`src/rtl/ntt_pkg.sv`:
```
// Shared types and helpers for the NTT datapath delay line.
package ntt_pkg;

   // Occupancy-derived control state of the delay line.
   typedef enum logic {
      IDLE = 1'b0,
      RUN  = 1'b1
   } delay_state_t;

   // A depth is usable when it selects at least one and at most max_d stages.
   function automatic logic is_legal_depth(input int d, input int max_d);
      return (d >= 1) && (d <= max_d);
   endfunction

endpackage

```
`src/rtl/ntt_delay_mem.sv`:
```
// Circular storage for the delay line: one write port, one asynchronous
// read port, per-entry valid bits and a single-cycle clear of all valid bits.
// Data bits are deliberately left unreset so the array maps to distributed RAM.
module ntt_delay_mem
   import ntt_pkg::*;
#(
   parameter int WIDTH = 32,
   parameter int DEPTH = 16,
   parameter int AW    = $clog2(DEPTH)
) (
   input  logic             clk,
   input  logic             reset,
   input  logic             we,
   input  logic [AW-1:0]    waddr,
   input  logic [WIDTH-1:0] wdata,
   input  logic             wvalid,
   input  logic             clear_all,
   input  logic [AW-1:0]    raddr,
   output logic             rvalid,
   output logic [WIDTH-1:0] rdata
);

   logic [WIDTH-1:0] mem_array [DEPTH];
   logic [DEPTH-1:0] valid_reg;
   logic [DEPTH-1:0] valid_next;

   // Data array write; contents are qualified by the valid bits on read.
   always_ff @(posedge clk) begin
      if (we) begin
         mem_array[waddr] <= wdata;
      end
   end

   // Valid bits: a clear wipes everything first, then a same-cycle write lands.
   always_comb begin
      valid_next = valid_reg;
      if (clear_all) begin
         valid_next = '0;
      end
      if (we) begin
         valid_next[waddr] = wvalid;
      end
   end

   // Valid-bit register; these must reset so stale data never looks live.
   always_ff @(posedge clk or posedge reset) begin
      if (reset) begin
         valid_reg <= '0;
      end else begin
         valid_reg <= valid_next;
      end
   end

   assign rvalid = valid_reg[raddr];
   assign rdata  = mem_array[raddr];

endmodule

```
`src/rtl/ntt_delay_line.sv`:
```
// Stallable, runtime-depth delay line carrying CH lanes plus a valid bit.
// With en held high and depth D it behaves like a D-stage register chain.
module ntt_delay_line
   import ntt_pkg::*;
#(
   parameter int DATA      = 32,
   parameter int CH        = 1,
   parameter int MAX_DEPTH = 16,
   parameter int DW        = $clog2(MAX_DEPTH + 1)
) (
   input  logic               clk,
   input  logic               reset,
   input  logic               en,
   input  logic               in_valid,
   input  logic [CH*DATA-1:0] in_data,
   output logic               out_valid,
   output logic [CH*DATA-1:0] out_data,
   input  logic               flush,
   input  logic               cfg_valid,
   input  logic [DW-1:0]      cfg_depth,
   output logic               cfg_ready,
   output logic               cfg_err,
   output logic [DW-1:0]      depth,
   output logic [DW-1:0]      occupancy
);

   localparam int AW = $clog2(MAX_DEPTH);
   localparam int W  = CH * DATA;
   localparam int SW = DW + 1;

   delay_state_t  state_reg, state_next;
   logic [AW-1:0] wptr_reg, wptr_next;
   logic [DW-1:0] depth_reg, depth_next;
   logic [DW-1:0] occ_reg, occ_next;
   logic [DW-1:0] occ_base;
   logic          cfg_err_reg, cfg_err_next;
   logic          cfg_accept;
   logic          mem_clear;
   logic          advance;
   logic [SW-1:0] rd_sum;
   logic [AW-1:0] rd_addr;
   logic          rd_valid;
   logic [W-1:0]  rd_data;

   assign advance = en && !flush;

   ntt_delay_mem #(
      .WIDTH (W),
      .DEPTH (MAX_DEPTH),
      .AW    (AW)
   ) u_mem (
      .clk       (clk),
      .reset     (reset),
      .we        (advance),
      .waddr     (wptr_reg),
      .wdata     (in_data),
      .wvalid    (in_valid),
      .clear_all (mem_clear),
      .raddr     (rd_addr),
      .rvalid    (rd_valid),
      .rdata     (rd_data)
   );

   // Output entry is (wptr - D) mod MAX_DEPTH, computed without negatives.
   always_comb begin
      rd_sum = SW'(wptr_reg) + SW'(MAX_DEPTH) - SW'(depth_reg);
      if (rd_sum >= SW'(MAX_DEPTH)) begin
         rd_sum = rd_sum - SW'(MAX_DEPTH);
      end
      rd_addr = AW'(rd_sum);
   end

   // Next-state logic: cfg handshake, flush, advance and occupancy tracking.
   always_comb begin
      state_next   = state_reg;
      wptr_next    = wptr_reg;
      depth_next   = depth_reg;
      occ_next     = occ_reg;
      cfg_err_next = 1'b0;
      mem_clear    = 1'b0;
      cfg_accept   = cfg_valid && (state_reg == IDLE);
      occ_base     = cfg_accept ? '0 : occ_reg;

      // Depth changes are only taken while empty; the clear drops stale entries.
      if (cfg_accept) begin
         mem_clear = 1'b1;
         if (is_legal_depth(int'(cfg_depth), MAX_DEPTH)) begin
            depth_next = cfg_depth;
         end else begin
            cfg_err_next = 1'b1;
         end
      end

      if (flush) begin
         mem_clear  = 1'b1;
         occ_next   = '0;
         state_next = IDLE;
      end else if (en) begin
         wptr_next  = (wptr_reg == AW'(MAX_DEPTH - 1)) ? '0 : wptr_reg + AW'(1);
         occ_next   = occ_base + DW'(in_valid) - DW'(rd_valid && !cfg_accept);
         state_next = (occ_next != '0) ? RUN : IDLE;
      end
   end

   // State registers with asynchronous reset to the empty, full-depth line.
   always_ff @(posedge clk or posedge reset) begin
      if (reset) begin
         state_reg   <= IDLE;
         wptr_reg    <= '0;
         depth_reg   <= DW'(MAX_DEPTH);
         occ_reg     <= '0;
         cfg_err_reg <= 1'b0;
      end else begin
         state_reg   <= state_next;
         wptr_reg    <= wptr_next;
         depth_reg   <= depth_next;
         occ_reg     <= occ_next;
         cfg_err_reg <= cfg_err_next;
      end
   end

   assign out_valid = rd_valid;
   assign out_data  = rd_valid ? rd_data : '0;
   assign cfg_ready = cfg_accept;
   assign cfg_err   = cfg_err_reg;
   assign depth     = depth_reg;
   assign occupancy = occ_reg;

endmodule

```
`config.mk`:
```
export PLATFORM = sky130hd
export DESIGN_NAME = ntt_delay_line
export DESIGN_NICKNAME = d
export VERILOG_FILES = /design/src/rtl/ntt_pkg.sv /design/src/rtl/ntt_delay_mem.sv /design/src/rtl/ntt_delay_line.sv
export SDC_FILE = /design/constraint.sdc
export NUM_CORES = 1
export LEC_CHECK = 0
export ABC_AREA = 0
export BUFFER_PORTS_ARGS = -buffer_cell sky130_fd_sc_hd__buf_4
export CORE_MARGIN = 2
export CORE_UTILIZATION = 50
export CTS_CLUSTER_SIZE = 16
export DETAILED_ROUTE_END_ITERATION = 6
export PLACE_DENSITY_LB_ADDON = 0.2
export SYNTH_ARGS = -nofsm -noshare
export SYNTH_HDL_FRONTEND = slang
export SYNTH_HIERARCHICAL = 1
export SYNTH_SLANG_ARGS = --single-unit
```
`constraint.sdc`:
```
create_clock -name clk -period 10.8 [get_ports clk]
set_input_delay 1.08 -clock clk [delete_from_list [all_inputs] [get_ports clk]]
set_output_delay 1.08 -clock clk [all_outputs]
set_load 0.1 [all_outputs]
```
==> results.cfg, run 1 <==
[outcome]
status = finished, final reports clean

[cts]
cts_max_path_buffers = 3
cts_htree_levels = 2
cts_setup_buffers = 0
numClockSinks = 544
clock_latency_ns = 0.58
clkSlewWorstSetupHoldPaths_ns = 0.06
post_cts_resized = 0
cts_tree = yes
cts_buffers = 53
cts_hold_buf = 0
root_buffer = clkbuf_16

[detailed_routing]
drt-total-wl_um = 44300
drtPass1Iterations = 5
drt.antenna.violating_nets = 0
viasPerCell = 6.00
post_drt_wl_per_cell_um = 26.0
vias = 10200
drt_iter0_markers = 755
drc = 0

[floorplanning]
io-pin-count = 88
dieArea_mm2 = 0.0444
rows = 75
die_h_um = 211
core_mm2 = 0.0420
die_w_um = 211
initial_utilization = 0.508

[sta]
rsz0062_at_grt = false
finalSetupTns_ns = 0
slew_viol_final = 0
max_freq_ghz = 0.173
skew_ns = 0.00991
relSlewSlack = 0.274
hold_viol = 0
tightest_slew_ns = 1.08
setup_violations = 0
min_period_ns = 5.78
finalCritPeriodShare = 0.535

[layout]
antennaDiodeCount = 0
mostFrequentLayoutCell = edfxtp_1
fin_area_mm2 = 0.0243
fin_util = 0.579
nets = 1179
largest_reg_flops = 512
mostFrequentLayoutCells = edfxtp_1 (512), mux4_2 (132), buf_4 (110)
area_growth_pct = 14.1
drive_above_1_share = 0.305

[global_routing]
track_usage = 0.206
grt_pass1_vias = 10800
grt_max_degree = 80
grt.overflow.total = 0
antenna_found_initial = 1
grt_pass1_wl_um = 67200

[critical_path]
cp.arrival_ns = 4.70
cp-start-kind = flip-flop
cp_max_fo = 79
critical_path_class = flip-flop to output port
worstPathRequired_ns = 9.72
r2r_slack_ns = 5.24
crit_path_end_kind = output port

[power]
ir_drop_uv = 419
pwr_density_cell_mw_per_mm2 = 306
swShare = 0.365
comb_power_share = 0.433
p_leak_nw = 8.10
p_clk_frac = 0.236
finalPower_mw = 7.44
internal_power_mw = 4.72
seq_power_share = 0.331
p_switching_mw = 2.72

[run]
cap_violations = 0

[synthesis]
synth.largest_area_cell = edfxtp_1
synth_warnings = 6
syn-num-nets = 1068
synthTopCellsByArea = edfxtp_1 (72%), mux4_2 (14%), dfrtp_1 (3.6%)
synth_seq_cells = 544
synth_top_area_share = 0.720
synthFlopType = edfxtp_1
yosysSeqAreaShare = 0.758
syn_area_per_cell_um2 = 21.0
synth_edf_count = 512
ys_types = 42
synthesis.area_mm2 = 0.0213
synthCells = 1014
synthArstFlopShare = 0.0588

[place]
portBuffers = 87
post-dp-hpwl_um = 22500
place_area_mm2 = 0.0227
gp_congestion = 0.720

[min_path]
hp-class = flip-flop to flip-flop
==> path summary, 6_finish.rpt <==
kind,start,end,depth (start not counted)
setup / recovery,wptr_reg[0],out_data[17],10
hold / removal,depth[2],depth[2],1
max in group asynchronous,reset,occupancy[2],2
min in group asynchronous,reset,u_mem/valid_reg[11],2
hold reg to reg,depth[2],depth[2],1
setup reg to reg,wptr_reg[0],state_reg,16
==> cells in the mapped netlist (2+ instances only) <==
library cell,n
mux2_1,4
nor2_1,22
mux4_2,132
buf_2,16
buf_4,2
nand2b_1,4
nand2_1,42
buf_6,9
clkbuf_1,27
nor3_1,4
a211oi_1,2
ha_1,9
nand4b_1,2
nand3_1,4
o21ai_0,6
and2_1,35
xnor2_1,7
nand3b_1,2
mux2_2,17
fa_1,2
inv_1,15
nor2b_1,20
a22oi_1,66
a21oi_1,3
mux2i_1,2
dfrtp_1,31
edfxtp_1,512
a21o_1,3
==> per-stage QoR <==
step                      hold slack (ns)  cells  setup slack (ns)
final                               0.557   1705              5.02
after global routing                0.577   1705              4.75
after CTS                           0.561   1705              4.98
after detailed placement            0.544   1609              5.22
after global placement              0.537   1609              5.30
after floorplan                     0.546   1014              5.30
==> power by group through the flow <==
stage / clock network [mW] / registers (mW) / logic, mW
floorplan: 0 / 2.60 / 2.30
global placement: 0 / 2.50 / 3.24
detailed placement: 0 / 2.50 / 3.26
CTS: 1.79 / 2.46 / 3.26
global route: 1.87 / 2.47 / 3.45
finish: 1.76 / 2.46 / 3.22
==> cells by family after synthesis <==
family	Yosys count	synth area share
AO/OA/AOI/OAI	87	0.0300
multiplexers	155	0.151
XOR/XNOR	8	0.00328
flip-flops	544	0.758
adder cells (fa/ha/maj)	11	0.00715
buffers and inverters	69	0.0166
AND/OR/NAND/NOR	140	0.0338
==> worst max-delay path: stages, from the launching register on <==
cell     delay (ns)
dfrtp_1        0.56
inv_1          0.15
ha_1           0.23
fa_1           0.51
inv_6          0.65
buf_4          0.78
mux4_2         0.41
a22oi_1        0.22
nand2_1        0.13
and2_1         0.20
buf_4          0.24
==> metal layers <==
layer / track usage / vias up / part of all wire
met5: 0 / - / 0.00025
met4: 0.0563 / 2 / 0.021
met3: 0.0354 / 62 / 0.061
met2: 0.332 / 293 / 0.49
met1: 0.296 / 5478 / 0.43
li1: - / 4392 / -
==> layout make-up <==
| class | instances | area (um2) |
|---|---|---|
| Fill cell | 3102 | 17700 |
| Sequential cell | 544 | 16200 |
| Multi-Input combinational cell | 401 | 4950 |
| Clock buffer | 68 | 1410 |
| Timing Repair Buffer | 110 | 826 |
| Tap cell | 539 | 674 |
| Clock inverter | 28 | 234 |
| Inverter | 15 | 68.8 |
Power figures use the tool's default switching activity.
==> inputs of run 2 (changes only) <==
ABC_AREA = 1   (was 0)
clock period = 5.2 ns   (was 10.8 ns; I/O delays follow)
==> run 2 against run 1 <==
Effect of this change: non-clock buffer count stayed put; largest cell class unchanged; cell area is 11% higher; synthesized cell count is 140% higher; first-iteration DRC count is 110% higher; sequential share of layout area is 6.3 points lower; critical path depth is 4 higher; flip-flop and latch count stayed put; synthesized area is 13% higher; register-to-register slack worse by 3.9 ns; global-route usage is 2.3 points higher; count of clock-buffer cells in the layout is 3 higher.
==> results.cfg, run 2 <==
[cts]
cts_setup_buffers = 0
cts_buffers = 56
cts_tree = yes
cts_htree_levels = 2
clock_latency_ns = 0.61
clkSlewWorstSetupHoldPaths_ns = 0.06
numClockSinks = 544
cts_hold_buf = 0
post_cts_resized = 0
cts_max_path_buffers = 3
root_buffer = clkbuf_16

[layout]
fillers = 4026
largest_reg_flops = 512
nets = 2523
fin_util = 0.565
drive_above_1_share = 0.0860
area_growth_pct = 11.6
mostFrequentLayoutCell = nand2_1
layoutNonFillerInstCount = 3127
mostFrequentLayoutCells = nand2_1 (775), edfxtp_1 (512), inv_1 (461)
antennaDiodeCount = 0

[synthesis]
netlist_top_cells_count = nand2_1 (776), edfxtp_1 (512), inv_1 (474)
synth_warnings = 6
synth.largest_area_cell = edfxtp_1
synth_edf_count = 512
yosysSeqAreaShare = 0.671
synthMostInstantiatedCell = nand2_1
synthesis.area_mm2 = 0.0241
synth_top_area_share = 0.638
syn-num-nets = 2470
synthTopCellsByArea = edfxtp_1 (64%), nand2_1 (12%), nand3_1 (8.8%)
synth_seq_cells = 544
ys_types = 30
syn_area_per_cell_um2 = 9.98
synthArstFlopShare = 0.0588
synthCells = 2416
synthFlopType = edfxtp_1

[critical_path]
reg2reg_from = depth[1]
cp-start-kind = flip-flop
critical_path_class = flip-flop to output port
cp.arrival_ns = 4.03
crit_path_end_kind = output port
worstPathRequired_ns = 4.68
cp_max_fo = 200
regToRegEndpoint = state_reg
r2r_cells = 20
r2r_slack_ns = 1.34

[detailed_routing]
highest_layer = met4
wl_met3_um = 3920
post_drt_wl_per_cell_um = 18.2
drt_iter0_markers = 1590
wl_met1_um = 24600
vias = 16300
wl_met2_um = 27300
drc = 0
drtPass1Iterations = 5
drt.antenna.violating_nets = 0
drt-total-wl_um = 57000
viasPerCell = 5.21

[floorplanning]
io-pin-count = 88
die_h_um = 224
die_w_um = 224
core_mm2 = 0.0476
rows = 80
initial_utilization = 0.506
dieArea_mm2 = 0.0500

[place]
portBuffers = 87
dp.cells = 3026
gp_congestion = 0.819
post-dp-hpwl_um = 28200

[sta]
min_period_ns = 4.55
hold_viol = 0
max_freq_ghz = 0.220
tightest_slew_ns = 1.17
relSlewSlack = 0.216
finalSetupTns_ns = 0
skew_ns = 0.0182
finalCritPeriodShare = 0.875
rsz0062_at_grt = false
slew_viol_final = 0
setup_violations = 0

[outcome]
status = finished, final reports clean

[global_routing]
grt_pass1_vias = 15500
grt_pass1_wl_um = 87400
grt.overflow.total = 0
grt_max_degree = 201
track_usage = 0.229
antenna_found_initial = 0

[run]
cap_violations = 0

[min_path]
hp-class = input pin to async pin
-- run 2: logic make-up after synthesis --
family	after synthesis	share of synthesized area
buffers and inverters	595	0.0991
adders and majority gates	11	0.00633
DFF	544	0.671
AOI/OAI and AO/OA	27	0.00623
xor gates and xnor gates	5	0.00182
and+or+nand+nor	1234	0.215
-- run 2: per-layer routing --
| layer | vias up | track usage |
|---|---|---|
| li1 | 7814 | - |
| met1 | 7859 | 0.320 |
| met2 | 538 | 0.378 |
| met3 | 86 | 0.0382 |
| met4 | 0 | 0.0574 |
| met5 | - | 0 |
-- run 2: worst max path at each step --
stage                        end   startpoint  depth (start not counted)  slack, ns
CTS                  out_data[5]  wptr_reg[0]                         14       0.70
global placement    occupancy[4]     depth[1]                         22       1.42
detailed placement     state_reg     depth[1]                         20       1.36
finish              out_data[30]  wptr_reg[0]                         14       0.65
floorplan           occupancy[4]     depth[0]                         21       0.38
global route        out_data[30]  wptr_reg[0]                         14       0.41
-- run 2: final cells by class --
cell class / count / area [um2] / area share
sequential: 544 / 16200 / 0.601
multi-input combinational: 1277 / 5620 / 0.209
inverter: 480 / 1820 / 0.0678
clock buffer: 71 / 1480 / 0.0550
timing repair buffer: 110 / 888 / 0.0330
tap: 615 / 769 / 0.0286
clock inverter: 30 / 160 / 0.00595
-- run 2: through the flow --
step	setup slack [ns]	hold slack (ns)	area, um2
after global placement	1.42	0.457	25300
after global routing	0.406	0.0522	26900
final	0.653	0.0282	26900
after CTS	0.697	0.0232	26900
after detailed placement	1.36	0.459	25300
after floorplan	0.375	0.433	24100
-- run 2: worst max-delay path, cell delays in order, from the launching register on --
cell and delay (ns):
dfrtp_1 0.43, inv_1 0.10, ha_1 0.37, inv_8 0.18, inv_8 0.35, buf_12 0.66
nand2_1 0.13, nand2_1 0.10, nand2_1 0.05, nand3_1 0.09, nand3_1 0.08, nand2_1 0.10
nand2_1 0.12, inv_1 0.10, buf_4 0.29
Power of run 2 is not shown: default switching activity piles up to over one toggle a cycle in this logic, so the estimate is an artifact.
